`src/rtl/ov7670_capture.sv`:
```
// ov7670_capture: OV7670 frame-timing capture stage.
// Waits for config_finished from ov7670_controller, locks onto the camera's
// vsync/href framing and packs byte pairs into RGB565 pixels with their
// coordinates and a linear frame-buffer address.
// Optional feature macro: OV7670_CAPTURE_DECIMATE_EN (2x2 decimation; only
// even-column/even-row pixels are emitted, with halved coordinates and a
// packed address).
`timescale 1ns/1ps

module ov7670_capture #(
    parameter int H_ACTIVE = 640,
    parameter int V_ACTIVE = 480,
    parameter int ADDR_W   = 19
) (
    input  logic                        clk,
    input  logic                        rst_n,
    input  logic                        config_finished,
    input  logic                        vsync,
    input  logic                        href,
    input  logic [7:0]                  d,
    output logic                        pix_valid,
    output logic [15:0]                 pix_data,
    output logic [$clog2(H_ACTIVE)-1:0] pix_x,
    output logic [$clog2(V_ACTIVE)-1:0] pix_y,
    output logic [ADDR_W-1:0]           pix_addr,
    output logic                        frame_start,
    output logic                        frame_done,
    output logic                        err
);

    localparam int X_W  = $clog2(H_ACTIVE);
    localparam int Y_W  = $clog2(V_ACTIVE);
    // Internal counters are one value wider than the coordinates so they can
    // sit at H_ACTIVE / V_ACTIVE (saturated, "out of range") without wrapping.
    localparam int XC_W = $clog2(H_ACTIVE + 1);
    localparam int YC_W = $clog2(V_ACTIVE + 1);
    localparam logic [XC_W-1:0] X_LIMIT = XC_W'(H_ACTIVE);
    localparam logic [YC_W-1:0] Y_LIMIT = YC_W'(V_ACTIVE);

    localparam logic [1:0] ST_WAIT_CFG   = 2'd0;
    localparam logic [1:0] ST_WAIT_FRAME = 2'd1;
    localparam logic [1:0] ST_ACTIVE     = 2'd2;

    // S0 input registers and previous-cycle copies for edge detection
    logic       vsync_s0;
    logic       href_s0;
    logic [7:0] d_s0;
    logic       vsync_q;
    logic       href_q;

    logic [1:0] state;
    logic [1:0] state_nxt;

    logic [XC_W-1:0] x_cnt;
    logic [YC_W-1:0] y_cnt;
    logic            phase;
    logic [7:0]      hi_byte;

`ifdef OV7670_CAPTURE_DECIMATE_EN
    logic [ADDR_W-1:0] emit_cnt;
`else
    localparam logic [ADDR_W-1:0] LINE_STEP = ADDR_W'(H_ACTIVE);
    logic [ADDR_W-1:0] line_base;
`endif

    logic vsync_fall;
    logic vsync_rise;
    logic enter_active;
    logic leave_active;
    logic capture;
    logic in_range;
    logic byte_ok;
    logic byte_drop;
    logic line_end;
    logic pixel_done;
    logic pix_emit;

    assign vsync_fall   = vsync_q & ~vsync_s0;
    assign vsync_rise   = ~vsync_q & vsync_s0;
    assign enter_active = (state == ST_WAIT_FRAME) && vsync_fall;
    assign leave_active = (state == ST_ACTIVE) && vsync_rise;
    // A vsync rise wins over any href activity in the same cycle, so a line
    // cut short by the end of frame never flags an error.
    assign capture      = (state == ST_ACTIVE) && !vsync_rise;
    assign in_range     = (x_cnt < X_LIMIT) && (y_cnt < Y_LIMIT);
    assign byte_ok      = capture && href_s0 && in_range;
    assign byte_drop    = capture && href_s0 && !in_range;
    assign line_end     = capture && !href_s0 && href_q;
    assign pixel_done   = byte_ok && phase;

`ifdef OV7670_CAPTURE_DECIMATE_EN
    assign pix_emit = pixel_done && !x_cnt[0] && !y_cnt[0];
`else
    assign pix_emit = pixel_done;
`endif

    // Register camera pins once (S0) and keep last S0 values for edges
    // NOTE: sequential state uses non-blocking (<=) so every register samples
    // pre-edge values; the async reset branch gives known values without a clock.
    always_ff @(posedge clk or negedge rst_n) begin
        if (!rst_n) begin
            // vsync_s0 resets low while vsync_q resets high: the first sample
            // after reset lands in WAIT_CFG, so a vsync already low mid-frame
            // cannot masquerade as a fresh falling edge.
            vsync_s0 <= 1'b0;
            href_s0  <= 1'b0;
            d_s0     <= 8'h00;
            vsync_q  <= 1'b1;
            href_q   <= 1'b0;
        end else begin
            vsync_s0 <= vsync;
            href_s0  <= href;
            d_s0     <= d;
            vsync_q  <= vsync_s0;
            href_q   <= href_s0;
        end
    end

    // Next-state logic: config gate, then frame lock on vsync edges
    // NOTE: state_nxt gets a default before the case so no path leaves it
    // unassigned, which would otherwise infer a latch.
    always_comb begin
        state_nxt = state;
        case (state)
            ST_WAIT_CFG:   if (config_finished) state_nxt = ST_WAIT_FRAME;
            ST_WAIT_FRAME: if (vsync_fall)      state_nxt = ST_ACTIVE;
            ST_ACTIVE:     if (vsync_rise)      state_nxt = ST_WAIT_FRAME;
            default:                            state_nxt = ST_WAIT_CFG;
        endcase
    end

    // State register
    always_ff @(posedge clk or negedge rst_n) begin
        if (!rst_n) begin
            state <= ST_WAIT_CFG;
        end else begin
            state <= state_nxt;
        end
    end

    // Position counters and byte-pair assembly
    always_ff @(posedge clk or negedge rst_n) begin
        if (!rst_n) begin
            x_cnt     <= '0;
            y_cnt     <= '0;
            phase     <= 1'b0;
            hi_byte   <= 8'h00;
`ifdef OV7670_CAPTURE_DECIMATE_EN
            emit_cnt  <= '0;
`else
            line_base <= '0;
`endif
        end else if (enter_active) begin
            x_cnt     <= '0;
            y_cnt     <= '0;
            phase     <= 1'b0;
`ifdef OV7670_CAPTURE_DECIMATE_EN
            emit_cnt  <= '0;
`else
            line_base <= '0;
`endif
        end else if (leave_active) begin
            // Partial pixel at end of frame is silently discarded.
            phase <= 1'b0;
        end else if (byte_ok) begin
            if (!phase) begin
                hi_byte <= d_s0;
                phase   <= 1'b1;
            end else begin
                phase <= 1'b0;
                x_cnt <= x_cnt + XC_W'(1);
`ifdef OV7670_CAPTURE_DECIMATE_EN
                if (pix_emit) emit_cnt <= emit_cnt + ADDR_W'(1);
`endif
            end
        end else if (line_end) begin
            x_cnt <= '0;
            phase <= 1'b0;
            if (y_cnt < Y_LIMIT) begin
                y_cnt <= y_cnt + YC_W'(1);
`ifndef OV7670_CAPTURE_DECIMATE_EN
                line_base <= line_base + LINE_STEP;
`endif
            end
        end
    end

    // Registered pixel outputs, frame pulses and sticky error
    always_ff @(posedge clk or negedge rst_n) begin
        if (!rst_n) begin
            pix_valid   <= 1'b0;
            pix_data    <= 16'h0000;
            pix_x       <= '0;
            pix_y       <= '0;
            pix_addr    <= '0;
            frame_start <= 1'b0;
            frame_done  <= 1'b0;
            err         <= 1'b0;
        end else begin
            pix_valid   <= pix_emit;
            frame_start <= enter_active;
            frame_done  <= leave_active;
            if (byte_drop || (line_end && phase)) begin
                err <= 1'b1;
            end
            if (pix_emit) begin
                pix_data <= {hi_byte, d_s0};
`ifdef OV7670_CAPTURE_DECIMATE_EN
                pix_x    <= X_W'(x_cnt >> 1);
                pix_y    <= Y_W'(y_cnt >> 1);
                pix_addr <= emit_cnt;
`else
                pix_x    <= X_W'(x_cnt);
                pix_y    <= Y_W'(y_cnt);
                pix_addr <= line_base + ADDR_W'(x_cnt);
`endif
            end
        end
    end

endmodule

```
`config.mk`:
```
export PLATFORM = sky130hd
export DESIGN_NAME = ov7670_capture
export DESIGN_NICKNAME = d
export VERILOG_FILES = /design/src/rtl/ov7670_capture.sv
export SDC_FILE = /design/constraint.sdc
export NUM_CORES = 1
export LEC_CHECK = 0
export CORE_MARGIN = 1.5
export CORE_UTILIZATION = 55
export DETAILED_ROUTE_END_ITERATION = 16
export GPL_TIMING_DRIVEN = 0
export PLACE_DENSITY = 0.79
export RECOVER_POWER = 50
export SKIP_CTS_REPAIR_TIMING = 1
export SLEW_MARGIN = 20
export SYNTH_ARGS = -nofsm -noshare
export SYNTH_HDL_FRONTEND = slang
export SYNTH_SLANG_ARGS = --single-unit
```
`constraint.sdc`:
```
create_clock -name clk -period 5.6 [get_ports clk]
set_input_delay 1.12 -clock clk [delete_from_list [all_inputs] [get_ports clk]]
set_output_delay 1.12 -clock clk [all_outputs]
set_load 0.005 [all_outputs]
```
# Yosys cells after proc, flatten, opt, wreduce, memory -nomap -nowiden
# Index checks and enable logic that the tools add are counted.
dict set report totals {
  regBits 119
  elab_cells 88
}
dict set report classes {
  n_mux 24
  n_eq_ne 8
  n_reduce_logical 24
  bitwise_logic 7
  add_sub_neg 4
  n_lt_le_gt_ge 2
}
# op n
set ops {}
lappend ops {{$mux 19} 5}
lappend ops {{$mux 10} 5}
lappend ops {{$mux 9} 5}
lappend ops {{$add 19x10->19} 1}
lappend ops {{$add 19x10->19 const B} 1}
lappend ops {{$logic_and 1x1->1} 11}
lappend ops {{$add 10x1->10 const B} 1}
lappend ops {{$lt 10x10->1 const B} 1}
lappend ops {{$ne 2x2->1 const B} 5}
lappend ops {{$add 9x1->9 const B} 1}
lappend ops {{$lt 9x9->1 const B} 1}
lappend ops {{$reduce_and 4->1} 2}
lappend ops {{$mux 2} 3}
lappend ops {{$pmux 2 s3} 1}
lappend ops {{$reduce_and 3->1} 2}
lappend ops {{$mux 1} 5}
lappend ops {{$not 1->1} 5}
lappend ops {{$reduce_bool 2->1} 2}
lappend ops {{$reduce_bool 4->1} 1}
lappend ops {{$logic_not 1->1} 3}
lappend ops {{$ne 3x3->1 const B} 1}
lappend ops {{$reduce_bool 3->1} 1}
lappend ops {{$and 1x1->1} 2}
lappend ops {{$eq 2x1->1 const B} 1}
lappend ops {{other kinds (3)} 3}

# Depth between registers and ports, before layout
dict set report depth {
  word_depth 10
  ltp_mapped 8
}

# Worst setup path before layout
# Ideal clock, no wire load.
dict set report synth_path {
  path_kind {reg2reg}
  startpoint {reg vsync_q}
  endpoint {reg y_cnt[7]}
  required_ps 5468
  synth_period_minus_slack_ps 1833
  path_stages_with_launch 7
  arrival_ps 1701
  slack_ps 3767
  setup_time_ps 132
  n_path_buf 1
  cell_sequence {dfstp_2 -> nor2b_1 -> or4b_4 -> buf_6 -> nor4_4 -> xnor2_1 -> nor2_1}
}
dict set report synth_between {
  elab_chain_cells 8
  word_cells_on_any_way 17
  cone_classes {eq/ne (2); mux (1); bitwise (3); reduce/logical (11)}
}
# element line
set synth_rtl {}
lappend synth_rtl {{from (decl)} 48} ;# logic vsync_q;
lappend synth_rtl {{from (signal assigned)} 114} ;# vsync_q <= vsync_s0;
lappend synth_rtl {{$not 1->1} 79} ;# assign vsync_rise = ~vsync_q & vsync_s0;
lappend synth_rtl {{$and 1x1->1} 79}
lappend synth_rtl {{$logic_not 1->1} 84} ;# assign capture = (state == ST_ACTIVE) && !vsync_rise;
lappend synth_rtl {{$logic_and 1x1->1} 84}
lappend synth_rtl {{$logic_and 1x1->1 (on tied branches) (2 in series)} {86, 88}}
lappend synth_rtl {{$ne 2x2->1 (no source line) / $reduce_bool 2->1 (equally long branches)} n/a}
lappend synth_rtl {{$reduce_and 4->1 (no source line)} n/a}
lappend synth_rtl {{to (signal assigned)} 180} ;# y_cnt <= y_cnt + YC_W'(1);
lappend synth_rtl {{to (decl)} 55} ;# logic [YC_W-1:0] y_cnt;
# Parallel ways exist; a longest one is shown, timed or not.
# A chain may end at the register's enable or synchronous reset.

# Worst setup path after layout
dict set report layout_path {
  startpoint {reg pix_x[0]}
  endpoint {out pix_x[0]}
}
# element line
set layout_lines {}
lappend layout_lines {{from (decl)} 23} ;# output logic [$clog2(H_ACTIVE)-1:0] pix_x,
lappend layout_lines {{from (signal assigned)} 213} ;# pix_x <= X_W'(x_cnt);
# No word-level cell between the ends.

==> impl_results.md <==
- Final ANT Viol Nets: 0
- Nets: 549
- Crit path arrival time: 1.37 ns
- Post-route clock period utilization: 44.39%
- Die X: 93.94 um
- Max capacitance violation total: 1
- Endpoints failing setup: 0
- Total GRT Usage: 22.91%
- Filler Cell Count: 612
- Syn Inst Count: 448
- Leakage: 2.674 nW
- Synthesized Nets: 467
- ANT cells: 0
- Final Slew Violations: 29
- Element type at the critical path start: flop
- Share of layout cells above drive strength 1: 6.542%
- Netlist cell types: 39
- Hold worst-path end: vsync_q
- Cell area after synthesis: 0.004548 mm^2
- Site Rows: 32
- Post-synth ARST share: 100.0%
- Failing checks: max-capacitance violations, max-slew violations
- Worst hold stages: 0
- DRC: 0
- Top FF cell, synth: dfrtp_1
- Total CTS buffers: 9
- Root Driver: clkbuf_8
- Hold WC Path Type: reg -> reg
- Sequential Area: 0.002754 mm^2
- Htree depth: 3
- Min-delay src: vsync_s0
- CTS tree: done
- Synthesis-to-finish area growth: 23.44%
- Reg-to-reg slack, setup: 3.34 ns
- Worst r2r src: vsync_q
- Grt total ovfl: 0
- Multi-input gate area: 0.001685 mm^2
- Die Span Y: 93.94 um
- HPWL Detailed: 6278 um
- Wire per inst: 14.40 um
- Max Freq: 0.4022 GHz
- Vias in the first global route: 3296
- Worst Path Required: 4.48 ns
- CP Capture Type: output pin
- First-pass GRT wire length: 15650 um
- Hold_ws: 0.4522 ns
- I/O pin total: 71
- DR vias: 3433
- Antenna violations before repair: 0
- RSZ-0062 raised after global routing: false
- Yosys Warn Count: 0
- Final Core Density: 71.54%
- Post-synth EDFFs: 0
- Clock slew at reported path FFs: 0.10 ns
- Vias/cell: 5.389
- Worst slew margin: -5.959%
- Final Hold Vio Count: 0
- Total power density per cell area: 315.6 mW/mm^2
- Max Root-Sink Buffers: 2
- Worst Skew: 0.008828 ns
- # port buffers: 70
- Core Region: 0.007848 mm^2
- Critical setup path kind: reg -> out
- Synth Register Bits: 110
- Largest net degree at the start of global routing: 83
- CTS sink cnt: 110
- Worst VDD drop: 0.1868 mV
- First-pass DRT Iterations: 4
- Initial core utilization: 57.96%
- Clock Latency Late Sink: 0.37 ns
- Avg Synthesized Cell Area: 10.15 um^2
- Slew at the pin with the worst max-slew slack: 1.589 ns
- GP Congestion: 0.7950
- Final WL: 9172 um
- Status: complete, but fails checks
- Fin crit period: 2.486 ns
- Die area: 0.008824 mm^2
- FF-to-FF path depth: 5
- Largest driver fanout on the critical path: 3
- Capture point of the worst reg-to-reg path: x_cnt[6]
- Sequential area share after synthesis: 60.55%
- Initial DRC Count: 253
-- through the flow --
stage          TNS, ns  area, um^2  setup WS (ns)  std cells  total power, mW
2_1_floorplan        0        4548          3.767        448            1.104
3_3_place_gp    -70.56        5376        -0.6522        620            1.253
3_5_place_dp         0        5405          3.401        621            1.268
4_1_cts              0        5627          3.091        637            1.789
5_1_grt              0        5614          3.054        637            1.857
6_report             0        5614          3.114        637            1.772
-- report_power, final --
group	leakage (nW)	internal (mW)	total, mW	switching [mW]
logic	1.08	0.157	0.287	0.130
registers	1.49	0.891	0.961	0.0697
clock network	0.107	0.256	0.524	0.268
total	2.67	1.30	1.77	0.468
-- cell families after synthesis --
kind of cell / share of synthesized area (%)
flops: 60.55
simple gates: 22.50
buf+inv: 2.311
mux: 1.981
xor+xnor: 5.007
compound gates: 5.997
fa+ha+maj: 1.651
-- final cells by class --
type,instances,share of cell area [%]
sequential,110,49.05
multi-input combinational,315,30.02
timing repair buffer,71,12.86
clock buffer,10,2.273
tap,102,2.273
buffer,21,1.716
clock inverter,6,1.671
inverter,2,0.1337
-- synthesized netlist by cell type (3+ instances only) --
| library cell | n | share of area (%) |
|---|---|---|
| ha_1 | 6 | 1.7 |
| xnor2_1 | 22 | 4.2 |
| a31oi_1 | 5 | 0.69 |
| or3_1 | 8 | 1.1 |
| nand4_1 | 3 | 0.41 |
| o21ai_0 | 20 | 2.2 |
| nor3_1 | 12 | 1.3 |
| xor2_1 | 4 | 0.77 |
| mux2_2 | 8 | 2.0 |
| nor2b_1 | 3 | 0.41 |
| clkbuf_1 | 14 | 1.2 |
| buf_2 | 3 | 0.33 |
| dfrtp_1 | 109 | 60 |
| nor2_1 | 27 | 2.2 |
| and3_1 | 7 | 0.96 |
| a21oi_1 | 17 | 1.9 |
| nand2_1 | 141 | 12 |
| nand3_1 | 11 | 1.2 |
-- layer usage --
metal	global-route usage (%)	vias to the layer above	wire length [um]
li1	-	1648	-
met1	33.22	1684	4306
met2	35.39	88	4340
met3	3.155	13	365
met4	8.582	0	159
met5	0	-	0
-- placed cells by master (no fill, tap or decap), types with 3 or more instances in the layout --
cell / n
a21oi_1: 17
a31oi_1: 5
and3_1: 7
clkbuf_1: 17
clkbuf_8: 9
clkdlybuf4s50_1: 58
dfrtp_1: 109
dlygate4sd3_1: 11
ha_1: 6
mux2_2: 8
nand2_1: 141
nand3_1: 11
nand4_1: 3
nor2_1: 27
nor2b_1: 3
nor3_1: 12
o21ai_0: 20
or3_1: 8
xnor2_1: 22
xor2_1: 4
-- flip-flops by register name, summed over array words and instances (netlist names), 2 cells and up --
name       flops
x_cnt         10
pix_x         10
d_s0           8
pix_data      16
pix_y          9
hi_byte        8
state          2
pix_addr      17
line_base     12
y_cnt          9
-- worst max-delay path by stage --
| stage | from | endpoint | slack [ns] | cells past startpoint |
|---|---|---|---|---|
| final | pix_x[0] | pix_x[0] | 3.11 | 2 |
| after global routing | pix_x[0] | pix_x[0] | 3.05 | 2 |
| after CTS | pix_x[0] | pix_x[0] | 3.09 | 2 |
| after detailed placement | vsync_q | x_cnt[4] | 3.40 | 5 |
| after global placement | rst_n | pix_addr[15] | -0.65 | 1 |
| after floorplan | vsync_q | y_cnt[7] | 3.77 | 6 |
-- critical path, stage by stage (launching register included) --
cell and delay [ns]:
dfrtp_1 0.40, buf_4 0.12, clkdlybuf4s50_1 0.49
No activity file was read; power rests on OpenSTA's default activity.
